==> src/rtl/piso_pkg.sv <==
// Shared definitions for the piso_tx serial transmitter.
//   state_t       : FSM state encoding
//   cnt_width()   : bit-counter width for a given word length
//   DEFAULT_WIDTH : default word length in bits
package piso_pkg;

    localparam int unsigned DEFAULT_WIDTH = 8;

    typedef enum logic [1:0] {
        ST_IDLE  = 2'd0,
        ST_SHIFT = 2'd1,
        ST_DONE  = 2'd2
    } state_t;

    // Width needed to count bit positions 0..w-1 (at least one bit).
    function automatic int unsigned cnt_width(input int unsigned w);
        return (w < 2) ? 1 : $clog2(w);
    endfunction

endpackage : piso_pkg

==> src/rtl/tx_bit_counter.sv <==
// Bit-position counter for the serial transmitter.
//   clk    : clock, rising edge
//   rst    : synchronous active-high reset (count -> 0)
//   clr    : synchronous clear (count -> 0)
//   inc    : advance the count; saturates at WIDTH-1
//   last_c : count is at WIDTH-1 (combinational decode of the count)
module tx_bit_counter
    import piso_pkg::*;
#(
    parameter int unsigned WIDTH = DEFAULT_WIDTH
) (
    input  logic clk,
    input  logic rst,
    input  logic clr,
    input  logic inc,
    output logic last_c
);

    localparam int unsigned   CW       = cnt_width(WIDTH);
    localparam logic [CW-1:0] CNT_LAST = CW'(WIDTH - 1);

    logic [CW-1:0] cnt;

    // Count register; holding at the last position keeps it from wrapping.
    always_ff @(posedge clk) begin
        if (rst || clr) begin
            cnt <= '0;
        end else if (inc && !last_c) begin
            cnt <= cnt + CW'(1);
        end
    end

    assign last_c = (cnt == CNT_LAST);

endmodule : tx_bit_counter

==> src/rtl/piso_tx.sv <==
// Parallel-in/serial-out transmitter with valid/ready word intake.
//   clk       : clock, rising edge
//   rst       : synchronous active-high reset
//   din       : parallel word to send
//   din_valid : din is valid this cycle
//   din_ready : transmitter can accept a word this cycle (registered)
//   en        : bit-advance enable (baud tick)
//   sout      : serial data (registered)
//   sframe    : a data bit is on sout (registered)
//   busy      : word in flight, SHIFT or DONE (registered)
//   done      : one-cycle pulse after the last bit (registered)
module piso_tx
    import piso_pkg::*;
#(
    parameter int unsigned WIDTH      = DEFAULT_WIDTH,
    parameter bit          MSB_FIRST  = 1'b1,
    parameter bit          IDLE_LEVEL = 1'b0
) (
    input  logic             clk,
    input  logic             rst,
    input  logic [WIDTH-1:0] din,
    input  logic             din_valid,
    output logic             din_ready,
    input  logic             en,
    output logic             sout,
    output logic             sframe,
    output logic             busy,
    output logic             done
);

    state_t           state;
    logic [WIDTH-1:0] shreg;
    logic [WIDTH-1:0] shift_c;
    logic             first_bit_c;
    logic             next_bit_c;
    logic             load_c;
    logic             adv_c;
    logic             last_c;

    // Transmit-end selection: the bit already on sout sits at the transmit
    // end of shreg, so the next bit is its neighbour.
    always_comb begin
        first_bit_c = MSB_FIRST ? din[WIDTH-1] : din[0];
        next_bit_c  = MSB_FIRST ? shreg[WIDTH-2] : shreg[1];
        if (MSB_FIRST) begin
            shift_c = {shreg[WIDTH-2:0], 1'b0};
        end else begin
            shift_c = {1'b0, shreg[WIDTH-1:1]};
        end
    end

    assign load_c = (state == ST_IDLE) && din_valid;
    assign adv_c  = (state == ST_SHIFT) && en;

    tx_bit_counter #(
        .WIDTH (WIDTH)
    ) u_cnt (
        .clk    (clk),
        .rst    (rst),
        .clr    (load_c),
        .inc    (adv_c),
        .last_c (last_c)
    );

    // Control FSM with shift register and registered outputs.
    always_ff @(posedge clk) begin
        if (rst) begin
            state     <= ST_IDLE;
            shreg     <= '0;
            sout      <= IDLE_LEVEL;
            sframe    <= 1'b0;
            done      <= 1'b0;
            busy      <= 1'b0;
            din_ready <= 1'b1;
        end else begin
            case (state)
                ST_IDLE: begin
                    if (din_valid) begin
                        shreg     <= din;
                        sout      <= first_bit_c;
                        sframe    <= 1'b1;
                        busy      <= 1'b1;
                        din_ready <= 1'b0;
                        state     <= ST_SHIFT;
                    end
                end
                ST_SHIFT: begin
                    if (en) begin
                        if (last_c) begin
                            sout   <= IDLE_LEVEL;
                            sframe <= 1'b0;
                            done   <= 1'b1;
                            state  <= ST_DONE;
                        end else begin
                            shreg <= shift_c;
                            sout  <= next_bit_c;
                        end
                    end
                end
                ST_DONE: begin
                    done      <= 1'b0;
                    busy      <= 1'b0;
                    din_ready <= 1'b1;
                    state     <= ST_IDLE;
                end
                default: begin
                    state <= ST_IDLE;
                end
            endcase
        end
    end

endmodule : piso_tx
==> config.mk <==
export PLATFORM = sky130hd
export DESIGN_NAME = piso_tx
export DESIGN_NICKNAME = d
export VERILOG_FILES = /design/src/rtl/piso_pkg.sv /design/src/rtl/tx_bit_counter.sv /design/src/rtl/piso_tx.sv
export SDC_FILE = /design/constraint.sdc
export NUM_CORES = 1
export LEC_CHECK = 0
export BUFFER_PORTS_ARGS = -buffer_cell sky130_fd_sc_hd__buf_2
export CAP_MARGIN = 30
export CORE_MARGIN = 2
export CORE_UTILIZATION = 52
export CTS_CLUSTER_SIZE = 24
export DETAILED_ROUTE_END_ITERATION = 6
export PLACE_DENSITY = 0.76
export RECOVER_POWER = 50
export SYNTH_ARGS = -nofsm -noshare
export SYNTH_HDL_FRONTEND = slang
export SYNTH_SLANG_ARGS = --single-unit
==> constraint.sdc <==
create_clock -name clk -period 2 [get_ports clk]
set_input_delay 0.3 -clock clk [delete_from_list [all_inputs] [get_ports clk]]
set_output_delay 0.3 -clock clk [all_outputs]
set_load 0.02 [all_outputs]
---- After elaboration in Yosys (flattened, before gate mapping) ----
Cells that the tools add are included.
cells by class
  reductions and logical operators ........ 15
  eq/ne operators ......................... 7
  bitwise logic cells ..................... 0
  shifts and indexed selects .............. 0
  order comparisons ....................... 0
  mux-type cells .......................... 22
  div/mod/pow operators ................... 0
  multiply operators ...................... 0
  add/sub/neg operators ................... 1
operator list
  cell                   number
  $mux W7                3
  $pmux W7 S2            1
  $pmux W1 S2            5
  $mux W1                9
  $reduce_and A3 Y1      3
  $reduce_and A4 Y1      2
  $mux W2                3
  $ne A2 B2 Y1 const B   3
  $reduce_bool A2 Y1     3
  $pmux W2 S2            1
  $add A3 B1 Y3 const B  1
  $eq A3 B3 Y1 const B   1
  $logic_and A1 B1 Y1    3
  $eq A2 B1 Y1 const B   1
  $eq A2 B2 Y1 const B   1
  $logic_not A2 Y1       1
  $ne A2 B1 Y1 const B   1
  $reduce_and A2 Y1      1
  $logic_not A1 Y1       1
  $logic_or A1 B1 Y1     1
word-level totals
  bits of input ports ..................... 12
  RAM bits ................................ 0
  memory bits (read-only) ................. 0
  word-level logic and storage cells ...... 53
  register bits ........................... 17
  memories kept ........................... 0
  latch bits .............................. 0

---- Longest topological paths before layout ----
  depth in word-level cells ............... 4
  mapped depth ............................ 6

---- Cells and area by module ----
A second synthesis with hierarchy kept.
second synthesis, totals
  cells, all modules ...................... 81
  area total of the unflattened synthesis .. 838.3 µm²
by module, submodules not included
  module          times used  cells each  seq. area each (µm²)  area each (µm²)
  piso_tx         1           69          280.3                 695.7
  tx_bit_counter  1           12          60.1                  142.6

---- Least setup slack after synthesis ----
OpenSTA, ideal clock, no wires.
  path type ............................... reg2reg
  start ................................... register u_cnt.cnt[0]
  end ..................................... register shreg[1]
  arrival ................................. 1421 ps
  slack ................................... 499 ps
  clock period less this slack ............ 1501 ps
  path buffers ............................ 1
  stages on the path, launching flop included .. 7
  data required time ...................... 1921 ps
  cells stage by stage .................... dfxtp_1 -> ha_1 -> ha_1 -> and4bb_4 -> or2_1 -> buf_6 -> a211oi_2
between the ends
  longest elaborated chain between the ends .. 3
RTL lines
  what                         RTL line              RTL
  from (decl)                  tx_bit_counter.sv:22  logic [CW-1:0] cnt;
  from (signal assigned)       tx_bit_counter.sv:29  cnt <= cnt + CW'(1);
  $eq A3 B3 Y1                 tx_bit_counter.sv:33  assign last_c = (cnt == CNT_LAST);
  $ne A2 B2 Y1 (no line)       n/a
  $reduce_and A4 Y1 (no line)  n/a
  to (signal assigned)         piso_tx.sv:79         shreg <= din;
  to (signal assigned)         piso_tx.sv:95         shreg <= shift_c;
  to (decl)                    piso_tx.sv:32         logic [WIDTH-1:0] shreg;
No other way between the ends.
A chain may end at the register's enable or synchronous reset.

---- Final worst setup path ----
  start ................................... register u_cnt.cnt[0]
  end ..................................... register shreg[4]
The elaborated chain is that of the path after synthesis.

==> results.md <==
* Status: finished clean
* Initial cell density of the core at 0.554
* Worst slew pin tran at 0.399 ns
* Final-report setup violation count at 0
* Quantity of I/O buffers inserted on ports at 16
* Biggest area contributors in the synthesized netlist: dfxtp_1 41%, mux2i_1 9.6%, a211oi_2 9.0%, nor3_1 6.0%, ha_1 4.5%
* Worst min path class: in2reg
* CP max FO at 7
* Static Leakage at 0.365 nW
* Number of buffers inserted to repair setup after CTS at 0
* Crit path launch type: flip-flop
* Synthesized netlist net count at 97
* Proportion of layout cells with a drive suffix above 1 at 0.255
* Antenna violations before repair at 0
* Most common flop cell mapped by yosys: dfxtp_1
* Fill cells at 144
* Unique cell type count in the Yosys netlist at 28
* CTS tree: built
* Final Hold Viols at 0
* Gp weighted congestion at 0.787
* Total number of vias at 630
* Portion of synthesized cell area occupied by the leading cell type at 0.408
* Hold path startpoint: din[0]
* Chip Height at 44.1 um
* DIE WIDTH at 44.1 um
* Hold slack at 0.236 ns
* DP Area at 905 um^2
* Global-route wire length before repair at 2520 um
* Sequential-to-total area share from yosys stat at 0.408
* Most frequent cell on the critical path: ha_1
* Number of slew-limit violations in the final report at 0
* Most repeated cell in the gate-level netlist after synthesis: dfxtp_1
* Total of max-cap violations at 0
* Overall overflow remaining after global route at 0
* DPL Wire Length at 1080 um
* Final cell area excluding filler cells at 921 um^2
* Top cells by instance count after synthesis: 17 x dfxtp_1, 10 x nor3_1, 8 x mux2i_1
* Total inserted antenna cells at 0
* Number of rows in the core area at 14
* Data required time of the worst path at 2.17 ns
* Timing startpoint of the critical path: u_cnt.cnt[0]
* Boundary Pins at 17
* Overall die area at 1940 um^2
* Critical path start-end classification: reg2reg
* Clock latency on the worst-skew pair at 0.29 ns
* CTS root buf: clkbuf_4
* Crit share post-route at 0.859
* Number of global-route vias before repair at 576
* Synth Warn # at 0
* Core ar. at 1510 um^2
* Dpl ws at 0.280 ns
* Power Density at 744 nW/um^2
* Synthesized flop and latch total at 17
* Clk buf depth at 2
* ANT nets after route at 0
* EDFF count, synth at 0
* Sum of internal, switching and leakage power at 0.000685 W
* Post-synthesis area per instance at 10.2 um^2
* WP data arrival at 1.88 ns
* Cell breakdown of the critical path: ha_1, ha_1, and4bb_4, or2_1, a211oi_2
* Clock-pin slew reported for the worst setup and hold paths after clock tree synthesis at 0.10 ns
* Wirelength, routed at 1450 um
* Maximum level of the CTS H-tree at 1
* Fin Clk Skew at 0.00355 ns
* Largest net degree at the start of global routing at 18
* Setup TNS after final layout at 0 ns
* Maximum clock frequency at 0.582 GHz
* CTS sink cnt at 17
* Leading area contributor after synthesis: dfxtp_1
* Count of routing violations after the opening detailed-route iteration at 5
* Total DRC errors in the routed layout at 0
* Largest stage delay, worst path at 0.39 ns
* Share of flip-flops with an asynchronous set or reset after synthesis at 0
* Nets@finish at 114
* Setup slack after layout at 0.282 ns
* Aggregate global-route resource usage at 0.178
* FF-to-FF Start: u_cnt.cnt[0]
* Post-CTS sizing at 0
* CTS Buf Count at 3
* Via-to-Cell Ratio at 5.53
* Synthesis-to-layout area growth at 10.3%
* Drt first pass iters at 3
* Cell count after synthesis at 82
* Slew Limit Headroom at 0.734
* Maximum vdd drop at 486 uV
* Unrepaired setup endpoints after global routing: no
* Critical-path top delay cell: and4bb_4
* Routed wire length per instance at 12.7 um
* Endpoint class of the critical path: flip-flop
* Post-CTS Hold Fix Bufs at 0
* Netlist Area Pre-Place at 835 um^2
* Fin crit period at 1.72 ns
[placed cells by master, fill, tap and decap left out, types with 2 or more instances in the layout]
master    instances
a211oi_2          6
a21oi_1           6
buf_2            11
buf_4             2
clkbuf_1          7
clkbuf_4          3
dfxtp_1          17
ha_1              3
inv_1             3
mux2i_1           8
nand2b_1          2
nor2_1            3
nor3_1           10
o21ai_0           2
[worst max-delay path, delay by kind of cell, from the launching register on]
| family | cells | cell delay, ns |
|---|---|---|
| compound gates | 1 | 0.12 |
| fa+ha+maj | 2 | 0.42 |
| flops | 1 | 0.33 |
| simple gates | 2 | 0.73 |
[area by class of cell]
| cell class | instances | area (um^2) | share of cell area |
|---|---|---|---|
| inverters | 3 | 11.3 | 0.0122 |
| clock buffers | 4 | 26.3 | 0.0285 |
| repair buffers | 19 | 92.6 | 0.101 |
| well taps | 16 | 20.0 | 0.0217 |
| multi-input cells | 55 | 430 | 0.467 |
| flip-flops and latches | 17 | 340 | 0.370 |
[cells by family (layout without fill, tap and decap cells)]
group | after synthesis | after routing | share of synthesized area
AND/OR/NAND/NOR | 25 | 25 | 0.187
flip-flops | 17 | 17 | 0.408
multiplexers | 9 | 9 | 0.109
AO/OA/AOI/OAI | 17 | 17 | 0.163
adder cells (fa/ha/maj) | 3 | 3 | 0.0450
XOR/XNOR | 1 | 1 | 0.0105
buffers and inverters | 10 | 26 | 0.0764
[registers in the layout, indices dropped and copies added, names as in the netlist]
| signal | count |
|---|---|
| sframe | 1 |
| done | 1 |
| u_cnt.cnt | 3 |
| state | 2 |
| busy | 1 |
| shreg | 7 |
| sout | 1 |
| din_ready | 1 |
[power breakdown]
part	switching (W)	internal [W]	total, W	leakage [nW]
Clock	0.000107	0.0000775	0.000184	0.0150
Combinational	0.0000698	0.0000563	0.000126	0.210
Sequential	0.0000123	0.000362	0.000375	0.140
[per-layer routing]
layer | vias up | GRT usage | routed length (um)
met5 | - | 0 | 0
met3 | 2 | 0.0408 | 69
met2 | 14 | 0.276 | 673
met1 | 289 | 0.231 | 680
met4 | 0 | 0.0909 | 22
li1 | 325 | - | -
[path summary, 6_finish.rpt]
| kind | to | slack [ns] | cells after the start |
|---|---|---|---|
| hold / removal | shreg[0] | 0.24 | 3 |
| setup reg to reg | shreg[4] | 0.28 | 5 |
| setup / recovery | shreg[4] | 0.28 | 5 |
| hold reg to reg | din_ready | 0.47 | 2 |
[per-stage QoR]
stage,utilization,cells
after global routing,0.611,114
after CTS,0.618,114
after detailed placement,0.600,110
after global placement,0.600,110
after floorplan,-,82
final,0.611,114
(Power assumes the default switching activity.)
